### src/rtl/fetch_pc_unit_if.sv
// ============================================================================
// Module   : fetch_pc_unit_if
// Brief    : Memory-side and decode-side signal bundle of the fetch PC unit.
// Revision : 1.0 - initial release
// ============================================================================
`default_nettype none

interface fetch_pc_unit_if;
    logic [31:0] mem_addr;
    logic [31:0] mem_instr;
    logic        stall;
    logic        redirect;
    logic [31:0] redirect_target;
    logic [31:0] id_instr;
    logic [31:0] id_pc;
    logic [31:0] id_pc_plus4;
    logic        id_valid;
    logic        misalign_err;
    logic [31:0] fetch_count;

    modport master (
        output mem_addr,
        input  mem_instr,
        input  stall,
        input  redirect,
        input  redirect_target,
        output id_instr,
        output id_pc,
        output id_pc_plus4,
        output id_valid,
        output misalign_err,
        output fetch_count
    );

    modport slave (
        input  mem_addr,
        output mem_instr,
        output stall,
        output redirect,
        output redirect_target,
        input  id_instr,
        input  id_pc,
        input  id_pc_plus4,
        input  id_valid,
        input  misalign_err,
        input  fetch_count
    );
endinterface

`default_nettype wire

### src/rtl/fetch_pc_unit.sv
// ============================================================================
// Module   : fetch_pc_unit
// Brief    : Program counter and instruction-fetch alignment front end.
// Revision : 1.0 - initial release
// ============================================================================
`default_nettype none

module fetch_pc_unit #(
    parameter logic [31:0] RESET_PC = 32'h0000_0000,
    parameter logic [31:0] NOP_WORD = 32'h0000_0000
) (
    input  wire          clk,
    input  wire          rst,
    fetch_pc_unit_if.master bus
);

    localparam logic [31:0] c_WORD_BYTES = 32'd4;

    logic [31:0] r_pc;
    logic [31:0] r_req_pc;
    logic        r_req_valid;
    logic        r_misalign;
    logic [31:0] r_fetch_count;

    logic [31:0] w_target;
    logic        w_target_misaligned;
    logic [31:0] w_mem_addr;

    assign w_target            = {bus.redirect_target[31:2], 2'b00};
    assign w_target_misaligned = (bus.redirect_target[1:0] != 2'b00);

    // Stall replays req_pc so the returning word stays paired with id_pc.
    always_comb begin
        w_mem_addr = r_pc;
        if (bus.redirect) begin
            w_mem_addr = w_target;
        end else if (bus.stall) begin
            w_mem_addr = r_req_pc;
        end
    end

    always_ff @(posedge clk or posedge rst) begin
        if (rst) begin
            r_pc          <= RESET_PC;
            r_req_pc      <= RESET_PC;
            r_req_valid   <= 1'b0;
            r_misalign    <= 1'b0;
            r_fetch_count <= 32'd0;
        end else begin
            if (bus.redirect) begin
                r_req_pc    <= w_target;
                r_req_valid <= 1'b1;
                r_pc        <= w_target + c_WORD_BYTES;
                r_misalign  <= r_misalign | w_target_misaligned;
            end else if (!bus.stall) begin
                r_req_pc    <= r_pc;
                r_req_valid <= 1'b1;
                r_pc        <= r_pc + c_WORD_BYTES;
            end
            if (r_req_valid && !bus.stall) begin
                r_fetch_count <= r_fetch_count + 32'd1;
            end
        end
    end

    assign bus.mem_addr     = w_mem_addr;
    assign bus.id_instr     = r_req_valid ? bus.mem_instr : NOP_WORD;
    assign bus.id_pc        = r_req_pc;
    assign bus.id_pc_plus4  = r_req_pc + c_WORD_BYTES;
    assign bus.id_valid     = r_req_valid;
    assign bus.misalign_err = r_misalign;
    assign bus.fetch_count  = r_fetch_count;

endmodule

`default_nettype wire

### src/flat_wrapper.sv
// flat-port wrapper written by rule: the top's interface ports become plain ports
module fetch_pc_unit_flat 
#(
    parameter logic [31:0] RESET_PC = 32'h0000_0000,
    parameter logic [31:0] NOP_WORD = 32'h0000_0000
)
  (clk, rst, bus_mem_addr, bus_mem_instr, bus_stall, bus_redirect, bus_redirect_target, bus_id_instr, bus_id_pc, bus_id_pc_plus4, bus_id_valid, bus_misalign_err, bus_fetch_count);
  fetch_pc_unit_if bus_i ();
  input  wire clk;
  input  wire rst;
  output wire logic [$bits(bus_i.mem_addr)-1:0] bus_mem_addr;
  input wire logic [$bits(bus_i.mem_instr)-1:0] bus_mem_instr;
  input wire logic [$bits(bus_i.stall)-1:0] bus_stall;
  input wire logic [$bits(bus_i.redirect)-1:0] bus_redirect;
  input wire logic [$bits(bus_i.redirect_target)-1:0] bus_redirect_target;
  output wire logic [$bits(bus_i.id_instr)-1:0] bus_id_instr;
  output wire logic [$bits(bus_i.id_pc)-1:0] bus_id_pc;
  output wire logic [$bits(bus_i.id_pc_plus4)-1:0] bus_id_pc_plus4;
  output wire logic [$bits(bus_i.id_valid)-1:0] bus_id_valid;
  output wire logic [$bits(bus_i.misalign_err)-1:0] bus_misalign_err;
  output wire logic [$bits(bus_i.fetch_count)-1:0] bus_fetch_count;
  assign bus_mem_addr = bus_i.mem_addr;
  assign bus_i.mem_instr = bus_mem_instr;
  assign bus_i.stall = bus_stall;
  assign bus_i.redirect = bus_redirect;
  assign bus_i.redirect_target = bus_redirect_target;
  assign bus_id_instr = bus_i.id_instr;
  assign bus_id_pc = bus_i.id_pc;
  assign bus_id_pc_plus4 = bus_i.id_pc_plus4;
  assign bus_id_valid = bus_i.id_valid;
  assign bus_misalign_err = bus_i.misalign_err;
  assign bus_fetch_count = bus_i.fetch_count;
  fetch_pc_unit #(.RESET_PC(RESET_PC), .NOP_WORD(NOP_WORD)) u_core (.clk(clk), .rst(rst), .bus(bus_i));
endmodule
### config.mk
export PLATFORM = sky130hd
export DESIGN_NAME = fetch_pc_unit_flat
export DESIGN_NICKNAME = d
export VERILOG_FILES = /design/src/rtl/fetch_pc_unit_if.sv /design/src/rtl/fetch_pc_unit.sv /design/src/flat_wrapper.sv
export SDC_FILE = /design/constraint.sdc
export NUM_CORES = 1
export LEC_CHECK = 0
export CORE_ASPECT_RATIO = 0.6
export CORE_MARGIN = 5
export CORE_UTILIZATION = 40
export DETAILED_ROUTE_END_ITERATION = 6
export PLACE_DENSITY_LB_ADDON = 0.1
export SYNTH_ARGS = -nofsm -noshare
export SYNTH_HDL_FRONTEND = slang
export SYNTH_SLANG_ARGS = --single-unit
### constraint.sdc
create_clock -name clk -period 4.74 [get_ports clk]
set_input_delay 1.185 -clock clk [delete_from_list [all_inputs] [get_ports clk]]
set_output_delay 1.185 -clock clk [all_outputs]
set_load 0.02 [all_outputs]
======== Word level (Yosys, flattened, before mapping) ========
Index checks and enable logic that the tools add are counted.
W data, S select, Z words.
storage, ports and cells
  register bits after elaboration ......... 98
  latch bits .............................. 0
  bits in writable memories ............... 0
  memory bits (read-only) ................. 0
  output and inout bits ................... 162
  memories kept ........................... 0
operators by class
  add/subtract/negate cells ............... 4
  multipliers ............................. 0
  div/mod/pow operators ................... 0
  magnitude comparators ................... 0
  eq/ne operators ......................... 1
  shifts and indexed selects .............. 0
  multiplexer cells ....................... 7
  bitwise logic cells ..................... 1
  reduce and logical (&&, ||, !) cells .... 3
operator list
  kind                     count
  $mux W32                 5
  $add A32 B3 Y32 const B  3
  $add A32 B1 Y32 const B  1
  $mux W1                  2
  $ne A2 B1 Y1 const B     1
  $reduce_bool A2 Y1       1
  $logic_and A1 B1 Y1      1
  $logic_not A1 Y1         1
  $or A1 B1 Y1             1

======== Logic depth before layout (Yosys ltp) ========
Gate-level depths: netlist of run 1.
  depth after elaboration ................. 3
  gate-level depth with buffers ........... 14
  depth with buffers taken out ............ 9

======== Worst setup path after synthesis of run 1 ========
OpenSTA, ideal clock, no wires.
  path kind ............................... input to register
  start point ............................. input port bus_redirect
  end point ............................... register u_core.r_pc[24]
  library setup time ...................... 146 ps
  data arrival time ....................... 4128 ps
  slack ................................... 466 ps
  stages on the path ...................... 13
  buffers on the path ..................... 5
  path through ............................ buf_2 -> buf_2 -> clkbuf_1 -> buf_1 -> mux2_2 -> ha_1 -> nand4b_1 -> a22oi_1 -> nand4_2 -> clkbuf_1 -> nor3_1 -> xnor2_1 -> mux2i_1
on the way
  cells in the longest elaborated chain, start to end .. 1
RTL lines
  what                                                              line                 source
  from (decl)                                                       flat_wrapper.sv:14   input wire logic [$bits(bus_i.redirect)-1:0] bus_redirect;
  $ne A2 B1 Y1 (no source line) / $mux W32 (equally long branches)  --
  to (signal assigned)                                              fetch_pc_unit.sv:53  r_pc <= w_target + c_WORD_BYTES;
  to (signal assigned)                                              fetch_pc_unit.sv:58  r_pc <= r_pc + c_WORD_BYTES;
  to (decl)                                                         fetch_pc_unit.sv:19  logic [31:0] r_pc;
Several ways; a longest one is shown, not always the timed one.
A chain may end at the register's enable or synchronous reset.

======== Worst setup path after layout of run 1 ========
  start point ............................. register u_core.r_req_pc[3], in the netlist u_core.bus.id_pc[3]
  end point ............................... output port bus_id_pc_plus4[24]
on the way
  cells in the longest elaborated chain, start to end .. 1
RTL lines
  what                    line                 source
  from (decl)             fetch_pc_unit.sv:20  logic [31:0] r_req_pc;
  from (signal assigned)  fetch_pc_unit.sv:51  r_req_pc <= w_target;
  from (signal assigned)  fetch_pc_unit.sv:56  r_req_pc <= r_pc;
  $add A32 B3 Y32         fetch_pc_unit.sv:69  assign bus.id_pc_plus4 = r_req_pc + c_WORD_BYTES;
  to (decl)               flat_wrapper.sv:18   output wire logic [$bits(bus_i.id_pc_plus4)-1:0] bus_id_pc_plus4;
Every way passes these cells.

==> results of run 1 <==
## area by class of cell
type / count / area [um^2]
fillers: 1268 / 5800
multi-input cells: 515 / 3400
flip-flops and latches: 96 / 2400
repair buffers: 239 / 2380
well taps: 198 / 248
clock buffers: 10 / 229
clock inverters: 6 / 51.3
inverters: 8 / 32.5
## path summary, 6_finish.rpt
path / end / slack [ns]
worst max register to register: u_core.bus.fetch_count[27] / 1.49
max in group asynchronous: u_core.r_pc[6] / 2.68
min in group asynchronous: u_core.bus.fetch_count[29] / 1.26
worst min register to register: u_core.bus.fetch_count[31] / 0.47
worst max-delay path: bus_id_pc_plus4[24] / 0.31
worst min-delay path: u_core.bus.fetch_count[31] / 0.47
## routing by layer
layer,routed length (um),global-route usage,vias up,share of wire
li1,-,-,2695,-
met3,1510,0.0611,20,0.078
met5,0,0,-,0
met1,9030,0.310,2728,0.46
met2,8670,0.340,202,0.45
met4,217,0.0446,0,0.011
## cell usage after synthesis (15+ instances only)
| library cell | count |
|---|---|
| xor2_1 | 29 |
| o21ai_0 | 39 |
| nor2_1 | 33 |
| nand2_1 | 77 |
| nand3_1 | 41 |
| clkbuf_1 | 22 |
| dfrtp_1 | 96 |
| nor4_1 | 15 |
| mux2i_1 | 49 |
| and2_1 | 39 |
| nand4_1 | 18 |
| xnor2_1 | 83 |
## placed cells by master (no fill, tap or decap), drive strengths merged, types with 3 or more instances in the layout
master,instances
dfrtp,96
nand4,19
and4,4
nor2,33
nor3,14
mux2,6
nor4,15
a21oi,10
xnor2,83
and2,39
clkbuf,10
clkdlybuf4s50,227
mux2i,49
nor2b,3
nand2b,8
inv,12
nand3b,10
o21ai,39
and3,9
o32ai,3
buf,12
a31oi,3
xor2,29
nand2,77
nand3,41
ha,3
a22oi,3
## sequential cells by signal (all words and copies together) (netlist names)
| name | flops |
|---|---|
| u_core.bus.id_valid | 1 |
| u_core.r_pc | 30 |
| u_core.bus.misalign_err | 1 |
| u_core.bus.fetch_count | 32 |
| u_core.bus.id_pc | 32 |
## per-stage QoR
stage	cell area (um^2)	utilization	cells	hold slack, ns	setup WS (ns)
floorplan	5960	-	649	0.524	0.466
global placement	8470	0.582	1056	0.453	0.588
detailed placement	8470	0.582	1056	0.451	0.498
CTS	8750	0.601	1072	0.473	0.329
global route	8750	0.601	1072	0.504	0.107
finish	8750	0.601	1072	0.465	0.314
## power by group
group	internal, mW	switching (mW)
Clock	0.366	0.334
Sequential	0.910	0.131
Combinational	0.421	0.429
Total	1.70	0.894
## cells by family after synthesis
| kind of cell | synth area share |
|---|---|
| and+or+nand+nor | 0.243 |
| xor gates and xnor gates | 0.165 |
| muxes | 0.0936 |
| DFF | 0.403 |
| AOI/OAI and AO/OA | 0.0634 |
| adders and majority gates | 0.00630 |
| buffers and inverters | 0.0264 |
==> results.sh, run 1 <==
export IMPL_outcome="finished clean"
export IMPL_total_power_mw=2.59
export IMPL_area_growth_synth_to_final_pct=46.8
export IMPL_routabilityCongestion=0.858
export IMPL_ios=230
export IMPL_core_area_mm2=0.0145
export IMPL_cts_max_level=3
export IMPL_synth_nets=720
export IMPL_clkSlewWorstSetupHoldPaths_ns=0.07
export IMPL_initial_core_util=0.410
export IMPL_cp_startpoint="u_core.bus.id_pc[3]"
export IMPL_cts_inserted_buffers=9
export IMPL_end_kind="output port"
export IMPL_synth_edff_count=0
export IMPL_nNetsFinal=940
export IMPL_root_buffer="clkbuf_16"
export IMPL_die_h_um=105
export IMPL_cp_slowest_cell="clkdlybuf4s50_1"
export IMPL_leakage_nw=3.49
export IMPL_worstReg2RegStart="u_core.bus.id_valid"
export IMPL_worst_pin_slew_ns=0.925
export IMPL_grt_pass1_vias=5737
export IMPL_min_period_over_period=0.934
export IMPL_cpPeakStageDelay_ns=0.63
export IMPL_start_kind="flop"
export IMPL_drive_gt1_frac=0.0423
export IMPL_hold_path_class="reg -> reg"
export IMPL_seq_area_frac_synth=0.403
export IMPL_fin_tns_setup_ns=0
export IMPL_yosys_top_cells_area="dfrtp_1, xnor2_1, mux2i_1"
export IMPL_clockBufferDepth=2
export IMPL_cp_top_family="simple AND/OR/NAND/NOR gates"
export IMPL_worst_clock_skew_ns=0.0111
export IMPL_grt_pass1_wl_mm=31.6
export IMPL_power_density_mw_per_mm2=296
export IMPL_via_per_inst=5.27
export IMPL_yosys_cell_types_count=42
export IMPL_cts_resized=0
export IMPL_min_from="u_core.bus.fetch_count[31]"
export IMPL_grt_total_usage=0.219
export IMPL_max_cap_viol_count=0
export IMPL_synth_area_leader_cell="dfrtp_1"
export IMPL_std_cell_rows=34
export IMPL_hold_viol=0
export IMPL_rr_worst_depth=6
export IMPL_cp_max_fo=5
export IMPL_avgSynthCellArea_um2=9.18
export IMPL_wl_mm=19.4
export IMPL_postSynthCellCount=649
export IMPL_overflow=0
export IMPL_clock_latency_ns=0.34
export IMPL_clock_fmax_mhz=226
export IMPL_firstDrtPassIters=5
export IMPL_synth_warnings=0
export IMPL_grt_max_degree=77
export IMPL_yosys_area_top_type_share=0.403
export IMPL_path_class="reg -> out"
export IMPL_via_count=5645
export IMPL_drtIter0Drc=416
export IMPL_fp_dieArea_mm2=0.0175
export IMPL_cts_setup_buffers=0
export IMPL_required_ns=3.56
export IMPL_peakVddDrop_v=0.000200
export IMPL_path_depth=8
export IMPL_min_path_cells=1
export IMPL_setup_viol=0
export IMPL_ant_nets=0
export IMPL_diodes=0
export IMPL_path_buf_inv=1
export IMPL_antenna_found_initial=0
export IMPL_io_buffers=229
export IMPL_syn_area_mm2=0.00596
export IMPL_rsz0062_at_grt="false"
export IMPL_fp_dieW_um=168
export IMPL_arrival_ns=3.24
export IMPL_cts_sinks=96
export IMPL_slew_limit_headroom=0.377
export IMPL_hpwl_mm=15.0
export IMPL_synthArstFlopShare=1.00
export IMPL_wl_per_cell_um=18.1
export IMPL_tritoncts="done"
export IMPL_remaining_drc_errors=0
export IMPL_drv_slew=0
export IMPL_synth_seq_cells=96
export IMPL_synth_flop_cell="dfrtp_1"
export IMPL_hold_buffers=0
export IMPL_worstPathCellList="ha_1, and2_1, nand3_1, or2_2, nor3_1, nand4_1, xnor2_1, clkdlybuf4s50_1"
export IMPL_fin_crit_ns=4.43
Note: power is estimated with default switching activity, not from simulation.
==> run 2, diff against run 1 <==
--- a/config.mk
+++ b/config.mk
@@ -9,4 +9,5 @@
 export CORE_MARGIN = 5
 export CORE_UTILIZATION = 40
+export CTS_CLUSTER_DIAMETER = 100
 export DETAILED_ROUTE_END_ITERATION = 6
 export PLACE_DENSITY_LB_ADDON = 0.1
==> constraint.sdc (replaced) <==
create_clock -name clk -period 4.74 [get_ports clk]
set_input_delay 1.185 -clock clk [delete_from_list [all_inputs] [get_ports clk]]
set_output_delay 1.185 -clock clk [all_outputs]
set_load 0.1 [all_outputs]
==> run 2 against run 1 <==
  * Setup slack better by 0.28 ns
  * Die area unchanged
  * Critical path depth unchanged
  * Sequential share of layout area down 0.14 points
  * Cell count about the same
  * Register-to-register slack better by 0.21 ns
  * Combinational power up 99%
  * Clock skew about the same
  * Clock-buffer cell count down 1
  * Flip-flop and latch count unchanged
  * Critical path type unchanged
==> results.sh, run 2 (same netlist as run 1, synthesis figures left out) <==
export IMPL_worstReg2RegStart="u_core.bus.id_valid"
export IMPL_firstDrtPassIters=4
export IMPL_ant_nets=0
export IMPL_antenna_found_initial=0
export IMPL_hpwl_mm=14.9
export IMPL_peakVddDrop_v=0.000201
export IMPL_nFillCells=1306
export IMPL_via_count=5674
export IMPL_cts_setup_buffers=0
export IMPL_hold_viol=0
export IMPL_layout_cells_most_common="clkdlybuf4s50_1"
export IMPL_final_cells=1071
export IMPL_final_cell_mix="clkdlybuf4s50_1, dfrtp_1, buf_4"
export IMPL_std_cell_rows=34
export IMPL_initial_core_util=0.410
export IMPL_hold_path_class="reg -> reg"
export IMPL_arrival_ns=2.97
export IMPL_required_ns=3.56
export IMPL_cpPeakStageDelay_ns=0.57
export IMPL_cts_max_level=3
export IMPL_cp_slowest_cell="nor3_1"
export IMPL_r2r_setup_slack_ns=1.70
export IMPL_final_area_mm2=0.00879
export IMPL_worst_pin_slew_ns=1.04
export IMPL_cts_resized=0
export IMPL_met2_usage=0.334
export IMPL_clock_latency_ns=0.35
export IMPL_wl_mm=19.1
export IMPL_grt_total_usage=0.215
export IMPL_clkSlewWorstSetupHoldPaths_ns=0.08
export IMPL_drv_slew=0
export IMPL_root_buffer="clkbuf_16"
export IMPL_tritoncts="done"
export IMPL_multi_input_comb_area_mm2=0.00359
export IMPL_cts_sinks=96
export IMPL_outcome="finished clean"
export IMPL_die_h_um=105
export IMPL_met1_usage=0.301
export IMPL_core_area_mm2=0.0145
export IMPL_cts_inserted_buffers=9
export IMPL_area_growth_synth_to_final_pct=47.5
export IMPL_clock_fmax_mhz=241
export IMPL_end_kind="output port"
export IMPL_grt_max_degree=83
export IMPL_dp_slack_ns=0.697
export IMPL_diodes=0
export IMPL_leakage_nw=3.70
export IMPL_cp_max_fo=5
export IMPL_nNetsFinal=939
export IMPL_crit_top_cell="nand3_1"
export IMPL_min_period_over_period=0.876
export IMPL_routabilityCongestion=0.896
export IMPL_drive_gt1_frac=0.186
export IMPL_via_per_inst=5.30
export IMPL_grt_pass1_wl_mm=30.8
export IMPL_place_area_mm2=0.00848
export IMPL_remaining_drc_errors=0
export IMPL_setup_viol=0
export IMPL_hold_buffers=0
export IMPL_io_buffers=229
export IMPL_register_area_mm2=0.00240
export IMPL_fp_dieW_um=168
export IMPL_wl_per_cell_um=17.8
export IMPL_fp_dieArea_mm2=0.0175
export IMPL_grtUsageMet3=0.0626
export IMPL_fin_hold_ws_ns=0.474
export IMPL_grt_busiest_layer="met2"
export IMPL_worstPathCellList="ha_1, and2_1, nand3_1, or2_2, nor3_1, nand3_1, xnor2_2, buf_4"
export IMPL_overflow=0
export IMPL_path_class="reg -> out"
export IMPL_placedCellCount=1055
export IMPL_postLayoutCoreUtil=0.604
export IMPL_total_power_mw=3.51
export IMPL_fin_tns_setup_ns=0
export IMPL_start_kind="flop"
export IMPL_drtIter0Drc=273
export IMPL_power_density_mw_per_mm2=399
export IMPL_clockBufferDepth=2
export IMPL_worst_clock_skew_ns=0.0111
export IMPL_slew_limit_headroom=0.305
export IMPL_max_cap_viol_count=0
export IMPL_rsz0062_at_grt="false"
export IMPL_layout_setup_ws_ns=0.590
export IMPL_fin_crit_ns=4.15
export IMPL_ios=230
export IMPL_min_from="u_core.bus.fetch_count[31]"
export IMPL_cp_startpoint="u_core.bus.id_pc[2]"
export IMPL_grt_pass1_vias=5698
[run 2: cell count changes in the layout (fill, tap and decap cells not counted), moves of 2 or more]
cell             change
xor2_1               -3
buf_12               +4
xnor2_2              +9
o21ai_0             -28
xor2_2               +3
inv_8                +2
buf_4               +82
o21ai_2             +26
o21ai_1              +2
xnor2_1              -9
inv_6                -3
clkdlybuf4s50_1     -87
clkinvlp_4           +2
[run 2: per-layer routing]
metal  up-vias  part of all wire
met4         0             0.017
met5         -                 0
met3        31             0.086
met2       226              0.45
li1       2714                 -
met1      2703              0.44
[run 2: layout make-up]
| cell class | count | area share |
|---|---|---|
| clock buffer | 9 | 0.0256 |
| clock inverter | 7 | 0.00996 |
| inverter | 8 | 0.00370 |
| multi-input combinational | 515 | 0.408 |
| sequential | 96 | 0.273 |
| tap | 198 | 0.0282 |
| timing repair buffer | 238 | 0.251 |
[run 2: power breakdown]
| part | switching [mW] | internal [mW] |
|---|---|---|
| Combinational | 1.28 | 0.411 |
| Clock | 0.357 | 0.422 |
| Sequential | 0.131 | 0.910 |
[run 2: critical path, delay by kind of cell (launching register included)]
kind	cells	cell delay, ns
simple gates	5	1.50
fa+ha+maj	1	0.20
buf+inv	1	0.31
flops	1	0.42
xor+xnor	1	0.19
[run 2: path summary, 6_finish.rpt]
check | endpoint | cells after the start
worst max-delay path | bus_id_pc_plus4[26] | 8
worst min-delay path | u_core.bus.fetch_count[31] | 1
worst max register to register | u_core.bus.fetch_count[29] | 6
worst min register to register | u_core.bus.fetch_count[31] | 1
max in group asynchronous | u_core.bus.id_pc[5] | 3
min in group asynchronous | u_core.bus.fetch_count[26] | 2
